[config.mk]
export PLATFORM = sky130hd
export DESIGN_NAME = cond_unit_flat
export DESIGN_NICKNAME = d
export VERILOG_FILES = /design/src/rtl/cond_pkg.sv /design/src/rtl/cond_unit_if.sv /design/src/rtl/cond_check.sv /design/src/rtl/cond_unit.sv /design/src/flat_wrapper.sv
export SDC_FILE = /design/constraint.sdc
export NUM_CORES = 1
export LEC_CHECK = 0
export BUFFER_PORTS_ARGS = -buffer_cell sky130_fd_sc_hd__buf_2
export CAP_MARGIN = 20
export CORE_AREA = 5 5 42 44
export DETAILED_ROUTE_END_ITERATION = 10
export DIE_AREA = 0 0 47 49
export MAX_ROUTING_LAYER = met4
export SLEW_MARGIN = 30
export SYNTH_ARGS = -nofsm -noshare
export SYNTH_HDL_FRONTEND = slang
export SYNTH_HIERARCHICAL = 1
export SYNTH_SLANG_ARGS = --single-unit
[constraint.sdc]
create_clock -name clk -period 3.2 [get_ports clk]
set_input_delay 0.96 -clock clk [delete_from_list [all_inputs] [get_ports clk]]
set_output_delay 0.96 -clock clk [all_outputs]
set_load 0.02 [all_outputs]
[src/rtl/cond_pkg.sv]
// rtl/cond_pkg.sv - shared types and constants for the conditional-execution stage
//   cond_e  : ARM condition field encoding, Instr[31:28]
//   FLAG_*  : bit positions of N, Z, C, V within a {N,Z,C,V} flags vector
package cond_pkg;

  typedef enum logic [3:0] {
    EQ = 4'b0000,
    NE = 4'b0001,
    CS = 4'b0010,
    CC = 4'b0011,
    MI = 4'b0100,
    PL = 4'b0101,
    VS = 4'b0110,
    VC = 4'b0111,
    HI = 4'b1000,
    LS = 4'b1001,
    GE = 4'b1010,
    LT = 4'b1011,
    GT = 4'b1100,
    LE = 4'b1101,
    AL = 4'b1110,
    NV = 4'b1111
  } cond_e;

  localparam int FLAG_N = 3;
  localparam int FLAG_Z = 2;
  localparam int FLAG_C = 1;
  localparam int FLAG_V = 0;

endpackage

[src/rtl/cond_unit_if.sv]
// rtl/cond_unit_if.sv - decoder/ALU to conditional-execution stage bundle
//   master : decoder/ALU side, drives Cond, ALUFlags, FlagW, PCS, RegW, MemW,
//            NoWrite, InstMem; observes the gated strobes, Flags, CondEx, MemFault
//   slave  : cond_unit side, the mirror image
interface cond_unit_if;
  import cond_pkg::*;

  logic [3:0] Cond;
  logic [3:0] ALUFlags;
  logic [1:0] FlagW;
  logic       PCS;
  logic       RegW;
  logic       MemW;
  logic       NoWrite;
  logic       InstMem;

  logic       PCSrc;
  logic       RegWrite;
  logic       MemWrite;
  logic [3:0] Flags;
  logic       CondEx;
  logic       MemFault;

  modport master (
    output Cond, ALUFlags, FlagW, PCS, RegW, MemW, NoWrite, InstMem,
    input  PCSrc, RegWrite, MemWrite, Flags, CondEx, MemFault
  );

  modport slave (
    input  Cond, ALUFlags, FlagW, PCS, RegW, MemW, NoWrite, InstMem,
    output PCSrc, RegWrite, MemWrite, Flags, CondEx, MemFault
  );

endinterface

[src/rtl/cond_check.sv]
// rtl/cond_check.sv - combinational condition-field evaluator
//   cond    in  4 : condition field
//   flags   in  4 : {N,Z,C,V}
//   cond_ex out 1 : condition holds for these flags
module cond_check
  import cond_pkg::*;
(
  input  logic [3:0] cond,
  input  logic [3:0] flags,
  output logic       cond_ex
);

  logic n, z, c, v;

  assign n = flags[FLAG_N];
  assign z = flags[FLAG_Z];
  assign c = flags[FLAG_C];
  assign v = flags[FLAG_V];

  always_comb begin
    cond_ex = 1'b0;
    case (cond_e'(cond))
      EQ:      cond_ex = z;
      NE:      cond_ex = ~z;
      CS:      cond_ex = c;
      CC:      cond_ex = ~c;
      MI:      cond_ex = n;
      PL:      cond_ex = ~n;
      VS:      cond_ex = v;
      VC:      cond_ex = ~v;
      HI:      cond_ex = c & ~z;
      LS:      cond_ex = ~c | z;
      GE:      cond_ex = ~(n ^ v);
      LT:      cond_ex = n ^ v;
      GT:      cond_ex = ~z & ~(n ^ v);
      LE:      cond_ex = z | (n ^ v);
      AL:      cond_ex = 1'b1;
      // NV is reserved and never executes
      default: cond_ex = 1'b0;
    endcase
  end

endmodule

[src/rtl/cond_unit.sv]
// rtl/cond_unit.sv - flags register, condition gating and instruction-memory write guard
//   clk   in      : rising-edge clock
//   reset in      : asynchronous active-low reset
//   bus   slave   : Cond/ALUFlags/FlagW/PCS/RegW/MemW/NoWrite/InstMem in,
//                   PCSrc/RegWrite/MemWrite/Flags/CondEx/MemFault out
module cond_unit
  import cond_pkg::*;
(
  input  logic        clk,
  input  logic        reset,
  cond_unit_if.slave  bus
);

  logic [1:0] flags_nz_q, flags_nz_d;
  logic [1:0] flags_cv_q, flags_cv_d;
  logic       mem_fault_q, mem_fault_d;
  logic       cond_ex;
  logic       inst_mem_write;

  // Condition is tested against the flags from before this instruction.
  cond_check u_cond_check (
    .cond    (bus.Cond),
    .flags   ({flags_nz_q, flags_cv_q}),
    .cond_ex (cond_ex)
  );

  assign inst_mem_write = bus.MemW & cond_ex & bus.InstMem;

  always_comb begin
    flags_nz_d  = flags_nz_q;
    flags_cv_d  = flags_cv_q;
    mem_fault_d = mem_fault_q | inst_mem_write;
    // NZ and CV halves load independently so logical ops can keep C/V.
    if (bus.FlagW[1] && cond_ex) flags_nz_d = bus.ALUFlags[FLAG_N:FLAG_Z];
    if (bus.FlagW[0] && cond_ex) flags_cv_d = bus.ALUFlags[FLAG_C:FLAG_V];
  end

  always_ff @(posedge clk or negedge reset) begin
    if (!reset) begin
      flags_nz_q  <= 2'b00;
      flags_cv_q  <= 2'b00;
      mem_fault_q <= 1'b0;
    end else begin
      flags_nz_q  <= flags_nz_d;
      flags_cv_q  <= flags_cv_d;
      mem_fault_q <= mem_fault_d;
    end
  end

  assign bus.CondEx   = cond_ex;
  assign bus.PCSrc    = bus.PCS & cond_ex;
  assign bus.RegWrite = bus.RegW & cond_ex & ~bus.NoWrite;
  assign bus.MemWrite = bus.MemW & cond_ex & ~bus.InstMem;
  assign bus.Flags    = {flags_nz_q, flags_cv_q};
  assign bus.MemFault = mem_fault_q;

endmodule
[src/flat_wrapper.sv]
// flat-port wrapper written by rule: the top's interface ports become plain ports
module cond_unit_flat import cond_pkg::*;
  (clk, reset, bus_Cond, bus_ALUFlags, bus_FlagW, bus_PCS, bus_RegW, bus_MemW, bus_NoWrite, bus_InstMem, bus_PCSrc, bus_RegWrite, bus_MemWrite, bus_Flags, bus_CondEx, bus_MemFault);
  cond_unit_if bus_i ();
  input  logic clk;
  input  logic reset;
  input wire logic [$bits(bus_i.Cond)-1:0] bus_Cond;
  input wire logic [$bits(bus_i.ALUFlags)-1:0] bus_ALUFlags;
  input wire logic [$bits(bus_i.FlagW)-1:0] bus_FlagW;
  input wire logic [$bits(bus_i.PCS)-1:0] bus_PCS;
  input wire logic [$bits(bus_i.RegW)-1:0] bus_RegW;
  input wire logic [$bits(bus_i.MemW)-1:0] bus_MemW;
  input wire logic [$bits(bus_i.NoWrite)-1:0] bus_NoWrite;
  input wire logic [$bits(bus_i.InstMem)-1:0] bus_InstMem;
  output wire logic [$bits(bus_i.PCSrc)-1:0] bus_PCSrc;
  output wire logic [$bits(bus_i.RegWrite)-1:0] bus_RegWrite;
  output wire logic [$bits(bus_i.MemWrite)-1:0] bus_MemWrite;
  output wire logic [$bits(bus_i.Flags)-1:0] bus_Flags;
  output wire logic [$bits(bus_i.CondEx)-1:0] bus_CondEx;
  output wire logic [$bits(bus_i.MemFault)-1:0] bus_MemFault;
  assign bus_i.Cond = bus_Cond;
  assign bus_i.ALUFlags = bus_ALUFlags;
  assign bus_i.FlagW = bus_FlagW;
  assign bus_i.PCS = bus_PCS;
  assign bus_i.RegW = bus_RegW;
  assign bus_i.MemW = bus_MemW;
  assign bus_i.NoWrite = bus_NoWrite;
  assign bus_i.InstMem = bus_InstMem;
  assign bus_PCSrc = bus_i.PCSrc;
  assign bus_RegWrite = bus_i.RegWrite;
  assign bus_MemWrite = bus_i.MemWrite;
  assign bus_Flags = bus_i.Flags;
  assign bus_CondEx = bus_i.CondEx;
  assign bus_MemFault = bus_i.MemFault;
  cond_unit u_core (.clk(clk), .reset(reset), .bus(bus_i));
endmodule
# Word-level counts from Yosys, hierarchy flattened

Cells that the tools add are included.

Flip-flop bits (word level): 5
Input bits: 17

Equal/unequal tests: 14
Multiplexer cells: 1
Bitwise logic cells: 19
Reduce and logical (&&, ||, !) cells: 3

Operators by type and width:

| kind                 | count |
|---|---|
| $eq A4 B4 Y1 const B | 7 |
| $eq A4 B3 Y1 const B | 4 |
| $pmux W1 S15         | 1 |
| $and A1 B1 Y1        | 8 |
| $eq A4 B2 Y1 const B | 2 |
| $not A1 Y1           | 7 |
| $eq A4 B1 Y1 const B | 1 |
| $logic_not A4 Y1     | 1 |
| $or A1 B1 Y1         | 3 |
| $logic_and A1 B1 Y1  | 2 |
| $xor A1 B1 Y1        | 1 |

# Longest topological paths before layout

Gate-level depths: netlist of the first run.

Depth after elaboration: 7
Depth in mapped cells: 7
Depth with buffers taken out: 6

# Modules after synthesis

Netlist of the first run, hierarchy kept.

Modules (own cells, without submodules):

| module     | instances | cells an instance | area each (µm²) | seq. area each (µm²) |
|---|---|---|---|---|
| cond_unit  | 1         | 16                | 211.5           | 125.1 |
| cond_check | 1         | 28                | 193.9           | 0.0 |

# Worst setup path after synthesis of the first run

OpenSTA, ideal clock, no wires.

Path type: input-to-output
Start: input bus_Cond[3]
End: output bus_MemWrite
Data arrival time: 2.299 ns
Setup slack: -0.059 ns
Stages on the path: 7
Cell sequence: buf_2 or2b_1 o31ai_1 a211o_1 a211o_1 nand2_1 nor2_1

Word-level cells in the longest chain between the ends: 4
Elaborated cells on any way between the ends: 18
Classes of those cells: eq/ne: 14; mux: 1; bitwise: 2; reduce/logical: 1

RTL lines:

| element                                    | RTL line           | text |
|---|---|---|
| start, declared                            | flat_wrapper.sv:7  | `input wire logic [$bits(bus_i.Cond)-1:0] bus_Cond;` |
| $eq A4 B4 Y1, or another cell as far along | cond_check.sv:22   | `case (cond_e'(cond))` |
| $pmux W1 S15 *                             | cond_check.sv:22   |  |
| named net bus_CondEx                       | flat_wrapper.sv:19 | `output wire logic [$bits(bus_i.CondEx)-1:0] bus_CondEx;` |
| $and A1 B1 Y1 * (2 in series)              | cond_unit.sv:53    | `assign bus.MemWrite = bus.MemW & cond_ex & ~bus.InstMem;` |
| end, declared                              | flat_wrapper.sv:17 | `output wire logic [$bits(bus_i.MemWrite)-1:0] bus_MemWrite;` |

Mark *: on every way through the listed nets, which the timed path passes. The rest lies on a longest branch.

# Worst setup path in the final report of the first run

Start: input bus_Cond[2]
End: output bus_RegWrite

Word-level cells in the longest chain between the ends: 4
Elaborated cells on any way between the ends: 18
Classes of those cells: eq/ne: 14; mux: 1; bitwise: 2; reduce/logical: 1

RTL lines:

| element                                    | RTL line           | text |
|---|---|---|
| $eq A4 B4 Y1, or another cell as far along | cond_check.sv:22   |  |
| $pmux W1 S15 *                             | cond_check.sv:22   |  |
| $and A1 B1 Y1 * (2 in series)              | cond_unit.sv:52    | `assign bus.RegWrite = bus.RegW & cond_ex & ~bus.NoWrite;` |
| end, declared                              | flat_wrapper.sv:16 | `output wire logic [$bits(bus_i.RegWrite)-1:0] bus_RegWrite;` |

Mark *: on every way between the ends. The rest lies on a longest branch, timed or not.

==> results list, run 1 <==
- Die width: 47 um
- At the worst endpoint, the required time is 2.24 ns.
- Endpoints failing setup: 2
* Total iterations of the first detailed-routing run: 4
- Share of cells above drive strength 1: 56.58%
* Layout Area Growth over Synthesis: 63.58%
- Fraction of power spent switching nets: 40.14%
* Worst path arrival time: 2.29 ns
- Starting DRT DRC Count: 9
* Total CTS buffers: 3
* Global-route wire length before repair: 1945 um
- Timing analysis after detailed placement gives a worst setup slack of -0.1679 ns.
- Synth async-reset ratio: 100.0%
- In the synthesized netlist, the cells that appear most often are sky130_fd_sc_hd__dfrtp_1 (5), sky130_fd_sc_hd__nand2_1 (5), sky130_fd_sc_hd__mux2_1 (4), sky130_fd_sc_hd__a21oi_1 (3), sky130_fd_sc_hd__nor2_1 (3).
* Top-Level Pins: 26
* Worst Setup End Kind: primary output
- Combined area of all synthesized cells: 405.4 sq um
- Count of inserted antenna diode cells: 0
* Max Fanout on Critical Path: 6
- Number of warnings printed during yosys synthesis: 6
* Via count of the first global-routing pass: 442
* DRT antenna net count: 0
* Net Count, Synth: 61
- The number of different library cells used by synthesis comes to 25.
- Summing internal, switching and leakage power gives 0.0003826 W.
- Leading cell types by total area after synthesis: sky130_fd_sc_hd__dfrtp_1 (31%), sky130_fd_sc_hd__mux2_1 (11%), sky130_fd_sc_hd__nand2_1 (4.6%)
* Sequential fraction of design power: 29.3%
- Dividing the final minimum period by the clock period gives 101.4%.
- IR analysis of the VDD net gives a maximum drop of 0.2514 mV.
* Area taken by flip-flops and latches: 125.1 sq um
* Power per Cell Area: 576.9 nW/um^2
- Area of the die: 2303 sq um
- CTS saw 5 sinks.
- Hold Slack: 0.4706 ns
* Worst setup slack after layout: -0.04630 ns
* Net total in the final layout: 94
* Overall Global Routing Usage: 11.52%
* Adder and majority gate portion of the synthesized area: 0%
- Violations in the final reports: negative setup slack
* Reg clk slew, reported paths: 0.04 ns
* Slew at the pin closest to its max-slew limit: 0.2579 ns
- Clock power frac: 19.0%
* Routability congestion estimate: 0.7569
- Combinational family with the most area after synthesis: simple AND/OR/NAND/NOR gates
- The cell sitting at the root of the clock tree is a sky130_fd_sc_hd__clkbuf_4.
- Number of antenna violations at the first check in global routing: 0
* Hold_buf cts: 0
- Kind of critical path: input pin to primary output
* Initial Util: 28.93%
- Setup repair after global routing missed its margin: yes
* Overall die height: 49 um
- Portion of synthesized cell area occupied by the leading cell type: 30.86%
* Source-to-sink clock delay at the later pin of the worst-skew pair: 0.24 ns
* Layout Utilization: 47.32%
- After Yosys synthesis, XOR and XNOR cells account for 6.173% of the synthesized area.
* Drc violations: 0
- Detailed-route vias per instance: 5.022
- Synthesized-area fraction occupied by ao, oa, aoi and oai cells: 21.30%
- Total of buffers placed on input and output ports: 25
- Internal power: 0.0002290 W
* Library cell occupying the most area in the post-synthesis netlist: sky130_fd_sc_hd__dfrtp_1
- Net load switching power: 0.0001536 W
- The final hold violation count is 0.
- Final critical path time including I/O delays and setup: 3.246 ns
- Leftover overflow at the end of global routing: 0
- Max Root-Sink Buffers: 2
- Cell count after synthesis: 44
- Entering global routing, the biggest net connects 8 pins.
- Leak Pwr: 0.3175 nW
- For this run, the leading register cell type out of synthesis is sky130_fd_sc_hd__dfrtp_1.
- Synth Register Bits: 5
* Footprint of the multi-input gates: 294.0 sq um
- The layout has 147 filler cells.
- After legalization and detailed placement, the total HPWL measured 922.7 um.
- H-tree level count: 1
- Multiplexer share of the synthesized area: 14.81%
- Clock skew on the completed layout was measured at 0.003514 ns.
- Averaged over all synthesized cells, the footprint is 9.213 sq um.
* Core area: 1401 sq um
- Routed wire length: 1123 um
* Run status: complete, but fails checks
- Count of flip-flops with a built-in enable after synthesis: 0
- The floorplan has 14 rows.
* Comb pwr share: 51.7%
- Final number of max-transition violations: 0
- Proportion of synthesized chip area in sequential cells: 30.86%
- Routed vias: 462
* Simple-gate portion of the synthesized area: 24.69%
* Clock tree from TritonCTS: built
- For this run, the top clock speed supported by timing is 308.0 MHz.
- After detailed routing, the average wire length per cell comes to 12.21 um.
- The min-delay analysis places its worst path in the category flop to flop.
* Max-slew headroom at the worst pin: 82.68%
* Number of violations of the max-capacitance limit: 0
* Startpoint Class: input pin
[final timing paths]
check	startpoint	end	slack, ns	depth (start not counted)
worst max register to register	u_core/flags_nz_q[1]	u_core/flags_nz_q[0]	1.06	7
worst min register to register	u_core/bus.MemFault	u_core/bus.MemFault	0.47	1
max in group asynchronous	reset	u_core/flags_cv_q[0]	2.54	1
worst min-delay path	u_core/bus.MemFault	u_core/bus.MemFault	0.47	1
min in group asynchronous	reset	u_core/bus.MemFault	0.52	1
worst max-delay path	bus_Cond[2]	bus_RegWrite	-0.05	7
[cells in the final DEF (no fill, tap or decap), drive strengths merged]
master,instances
a211o,2
a21oi,3
a221oi,1
a22oi,1
a31o,1
and2,1
and3b,2
buf,30
clkbuf,4
dfrtp,5
mux2,5
nand2,5
nand2b,2
nor2,3
nor2b,1
nor3,2
nor3b,1
o211ai,2
o22ai,1
o31ai,1
or2b,1
xnor2,1
xor2,1
[timing repair]
item	CTS	global route
gates resized for setup	10	4
cloned	0	0
buffers inserted	1	0
pin swaps	7	4
setup endpoints to repair	4	4
[cell families after synthesis]
group                     Yosys count
xor gates and xnor gates            2
DFF                                 5
muxes                               5
buffers and inverters               2
AOI/OAI and AO/OA                  12
and+or+nand+nor                    18
[layer usage]
metal,share of wire [%],global-route usage [%]
met2,44,15.16
met3,12,2.214
met1,43,15.78
met5,0,-
met4,1.7,6.912
[sequential cells by signal, summed over array words and instances, names as in the netlist]
signal,cells
u_core/bus.MemFault,1
u_core/flags_cv_q,2
u_core/flags_nz_q,2
[layout make-up]
cell class	instances	share of cell area, %
tap	16	3.019
clock buffer	4	3.962
timing repair buffer	30	29.81
sequential	5	18.87
multi-input combinational	37	44.34
[worst max-delay path: stages]
cell and delay (ns):
sky130_fd_sc_hd__buf_8 0.10, sky130_fd_sc_hd__mux2_4 0.29, sky130_fd_sc_hd__a21oi_2 0.11, sky130_fd_sc_hd__o211ai_1 0.11, sky130_fd_sc_hd__a211o_4 0.37, sky130_fd_sc_hd__and3b_2 0.21, sky130_fd_sc_hd__buf_6 0.13
[power by group through the flow]
stage	sequential, W	combinational [W]	clock (W)
3_3_place_gp	0.000113	0.000177	0
4_1_cts	0.000113	0.000192	0.0000761
6_report	0.000112	0.000198	0.0000727
5_1_grt	0.000116	0.000217	0.0000819
2_1_floorplan	0.000128	0.0000977	0
3_5_place_dp	0.000114	0.000181	0
[stage by stage]
stage | instance area (sq um) | setup TNS, ns | std cells
final | 663.1 | -0.06146 | 92
after global routing | 663.1 | -0.2470 | 92
after CTS | 648.1 | -0.08203 | 92
after detailed placement | 583.1 | -0.4814 | 87
after global placement | 583.1 | -0.3578 | 87
after floorplan | 416.7 | 0 | 44
Note: power is estimated with default switching activity, not from simulation.
==> run 2, diff against run 1 <==
--- a/config.mk
+++ b/config.mk
@@ -5,11 +5,12 @@
 export SDC_FILE = /design/constraint.sdc
 export NUM_CORES = 1
 export LEC_CHECK = 0
+export ABC_AREA = 1
 export BUFFER_PORTS_ARGS = -buffer_cell sky130_fd_sc_hd__buf_2
 export CAP_MARGIN = 20
-export CORE_AREA = 5 5 42 44
+export CORE_MARGIN = 5
+export CORE_UTILIZATION = 27
 export DETAILED_ROUTE_END_ITERATION = 10
-export DIE_AREA = 0 0 47 49
 export MAX_ROUTING_LAYER = met4
 export SLEW_MARGIN = 30
 export SYNTH_ARGS = -nofsm -noshare
==> run 2 against run 1 <==
The run now ends clean. Sequential share of layout area is 0.86 points higher. Non-clock buffer count is 4 lower. Final cell count is 41% higher. Critical path depth is 5 higher. Core utilization is 9.3 points lower. Highest routed layer is now met3.
==> results list, run 2 <==
- Net total in the final layout: 131 (+39%)
- The maximum fanout count along the critical path came to 6 (unchanged).
- Startpoint Class: input pin
- Number of violations of the max-capacitance limit: 0 (unchanged)
- CTS placed an instance of sky130_fd_sc_hd__clkbuf_4 at the clock tree root.
- The number of global-route vias before repair was 550 (+24%).
- The post-synthesis area per instance was 5.511 sq um (-40%).
* Worst Setup End Kind: primary output
- Worst R2R Setup Slack: 1.70 ns (+0.64 ns)
* Placed wire-length estimate: 1065 um (+15%)
- Setup repair after global routing left no endpoint under its margin.
* Initial Util: 27.72% (-1.2 points)
- Final number of max-transition violations: 0 (unchanged)
- The final worst slack was 0.1828 ns (+0.2291 ns).
* Avg WL per Cell: 9.585 um (-21%)
- The clock buffer count from CTS came to 3 (unchanged).
- The first-pass GRT wire length is 2097 um (+7.8%).
- DRT antenna net count: 0 (unchanged)
- TritonCTS built the clock tree.
- The power per standard cell area is 685.1 nW/um^2 (+19%).
- The sequential area share after synthesis came to 27.03% (-3.8 points).
* Total of buffers placed on input and output ports: 25 (unchanged)
* Total iterations of the first detailed-routing run: 4 (unchanged)
- The number of synthesized register bits is 5 (unchanged).
- R2R Path Start: u_core/flags_cv_q[0]
* Highest-count cells in the layout ignoring fill and taps: sky130_fd_sc_hd__nand2_1 (34), sky130_fd_sc_hd__buf_2 (25), sky130_fd_sc_hd__nand3_1 (15), sky130_fd_sc_hd__nor2_1 (10), sky130_fd_sc_hd__inv_1 (9)
* Primary FF master, synth: sky130_fd_sc_hd__dfrtp_1
* H-tree level count: 1 (unchanged)
- sky130_fd_sc_hd__nand2_1 takes more of the synthesized area than any other cell.
* Combined area of all synthesized cells: 462.9 sq um (+14%)
- Final worst clock skew: 0.007451 ns (+0.003937 ns)
* Overall die height: 51.41 um (+4.9%)
* Overall Global Routing Usage: 10.77% (-0.76 points)
- The fraction of final layout cells with drive strength greater than 1 is 29.20% (-27 points).
- The horizontal die dimension came to 51.41 um (+9.4%).
- Cell count after synthesis: 84 (+91%)
* Most frequent standard cell in the layout excluding fill and tap cells: sky130_fd_sc_hd__nand2_1
- The largest stage delay on the critical path came to 0.16 ns (-0.21 ns).
- Source-to-sink clock delay at the later pin of the worst-skew pair: 0.24 ns (about the same)
- Routability congestion estimate: 0.9100 (+20%)
- Number of antenna violations at the first check in global routing: 0 (unchanged)
- Count of flip-flops with a built-in enable after synthesis: 0 (unchanged)
- Final Hold Vio Count: 0 (unchanged)
- The maximum buffer depth of the clock tree was 2 (unchanged).
- Peak supply drop: 0.3921 mV (+56%)
- The period utilization is 94.29% (-7.2 points).
* Endpoints failing setup: 0 (-2)
- Type of the tightest min-delay check: flop to flop
- Layout Area Growth over Synthesis: 37.03%
- Cells traversed along the worst timing path: buf_2 -> inv_1 -> nor2_1 -> nand3_1 -> nand2_1 -> nand2_1 -> nand2_1 -> nor2_1 -> nand2_1 -> nand2_1 -> nor2_1 -> buf_2
- Cell with the largest stage delay on the worst path: sky130_fd_sc_hd__buf_2
* Worst slack at placement: 0.1651 ns (+0.3329 ns)
- The number of top-level pins is 26 (unchanged).
- Slew at the pin closest to its max-slew limit: 0.1921 ns (-0.06581 ns)
* Kind of cell with the highest combined delay on the critical path: simple AND/OR/NAND/NOR gates
- WP depth: 12 (+5)
* Detailed-route vias per instance: 4.523 (-9.9%)
- The number of synthesis warnings is 6 (unchanged).
- The antenna diode count is 0 (unchanged).
* Reg clk slew, reported paths: 0.05 ns (about the same)
* Top-count cell post-synth: sky130_fd_sc_hd__nand2_1
* Synth async-reset ratio: 100.0% (unchanged)
- Area of the die: 2642 sq um (+15%)
- The maximum number of pins on one net before global-route repair is 8 (unchanged).
* Routed wire length: 1246 um (+11%)
- Leading cell types by total area after synthesis: sky130_fd_sc_hd__nand2_1 (28%), sky130_fd_sc_hd__dfrtp_1 (27%), sky130_fd_sc_hd__nand3_1 (16%)
- The number of setup buffers added after CTS is 0 (-1).
* Sink Count: 5 (unchanged)
* Run status: finished, final reports clean
- The sum of buffers and inverters on the critical path was 3 (+1).
* Worst path arrival time: 2.06 ns (-0.23 ns)
- Worst setup endpoint: bus_RegWrite
- Data required time at the worst endpoint: 2.24 ns (about the same)
* Routed vias: 588 (+27%)
- Ranking of synthesized cells by instance count: sky130_fd_sc_hd__nand2_1 (34), sky130_fd_sc_hd__nand3_1 (15), sky130_fd_sc_hd__nor2_1 (11), sky130_fd_sc_hd__inv_1 (9), sky130_fd_sc_hd__dfrtp_1 (5)
- Length in cells of the worst reg-to-reg path: 11 (+4)
- Post-cts gate resize count: 0 (-10)
- Most numerous cell on the critical path: sky130_fd_sc_hd__nand2_1
* Hold_buf cts: 0 (unchanged)
- Setup TNS: 0 ns (+0.06146 ns)
- Maximum clock frequency: 331.4 MHz (+7.6%)
- The critical path in this run is classified as input pin to primary output.
- Crit Reg-Reg Endpoint: u_core/flags_cv_q[1]
- The share of the synthesized area in the top cell type is 27.57% (-3.3 points).
* Leak Pwr: 0.3899 nW (+23%)
* Final critical path time including I/O delays and setup: 3.017 ns (-0.2291 ns)
- Cell row count: 15 (+1)
- Starting DRT DRC Count: 8 (-1)
- The number of distinct library cells after synthesis was 11 (-56%).
- Net Count, Synth: 101 (+66%)
* Crit. Startpoint: bus_Cond[3]
- The remaining max-slew budget at the tightest pin came to 87.10% (+4.4 points).
* Drc violations: 0 (unchanged)
- Leftover overflow at the end of global routing: 0 (unchanged)
- The total core area came to 1670 sq um (+19%).
[run 2: worst min path at each step]
stage                                   start                  end  slack [ns]  cells past startpoint
final                     u_core/bus.MemFault  u_core/bus.MemFault        0.47                      2
after detailed placement  u_core/bus.MemFault  u_core/bus.MemFault        0.46                      2
after CTS                 u_core/bus.MemFault  u_core/bus.MemFault        0.48                      2
after floorplan           u_core/bus.MemFault  u_core/bus.MemFault        0.57                      2
after global placement    u_core/bus.MemFault  u_core/bus.MemFault        0.46                      2
after global routing                    reset  u_core/bus.MemFault        0.52                      1
[run 2: routing by layer]
metal / track usage (%) / up-vias / wire [um]
met1: 14.03 / 238 / 597
met4: 5.240 / 0 / 0
met2: 15.25 / 30 / 519
li1: - / 320 / -
met3: 2.915 / 0 / 129
met5: - / - / 0
[run 2: cell families after synthesis]
kind of cell	Yosys count	share of synthesized area (%)
AND/OR/NAND/NOR	65	59.46
AO/OA/AOI/OAI	2	2.162
flip-flops	5	27.03
buffers and inverters	12	11.35
[run 2: metrics by stage]
stage / area (sq um) / cells / power [W] / util (%) / hold slack, ns
global route: 634.4 / 130 / 0.0004807 / 37.98 / 0.5222
global placement: 605.6 / 126 / 0.0003608 / 36.25 / 0.4579
finish: 634.4 / 130 / 0.0004346 / 37.98 / 0.4710
CTS: 631.9 / 130 / 0.0004407 / 37.83 / 0.4803
floorplan: 462.9 / 84 / 0.0002865 / - / 0.5740
detailed placement: 605.6 / 126 / 0.0003643 / 36.25 / 0.4621
[run 2: area by class of cell]
type,count,area [sq um]
multi-input combinational,67,287.8
clock buffer,4,26.28
fill,198,1036
timing repair buffer,26,132.6
sequential,5,125.1
inverter,11,41.29
tap,17,21.27
[run 2: report_power, final]
| part | internal [W] | switching (W) |
|---|---|---|
| clock network | 0.0000471 | 0.0000255 |
| registers | 0.0000884 | 0.0000395 |
| logic | 0.0000844 | 0.000150 |
[run 2: worst reg2reg max path, cell delays in order (launching register included)]
cell and delay, ns:
sky130_fd_sc_hd__dfrtp_1 0.42, sky130_fd_sc_hd__inv_1 0.12, sky130_fd_sc_hd__nand2_1 0.08, sky130_fd_sc_hd__nand3_1 0.09, sky130_fd_sc_hd__nand2_1 0.05, sky130_fd_sc_hd__nand2_1 0.06
sky130_fd_sc_hd__nand2_1 0.05, sky130_fd_sc_hd__nor2_1 0.08, sky130_fd_sc_hd__nand2_1 0.13, sky130_fd_sc_hd__buf_4 0.19, sky130_fd_sc_hd__nand3_1 0.06, sky130_fd_sc_hd__nand2_1 0.06
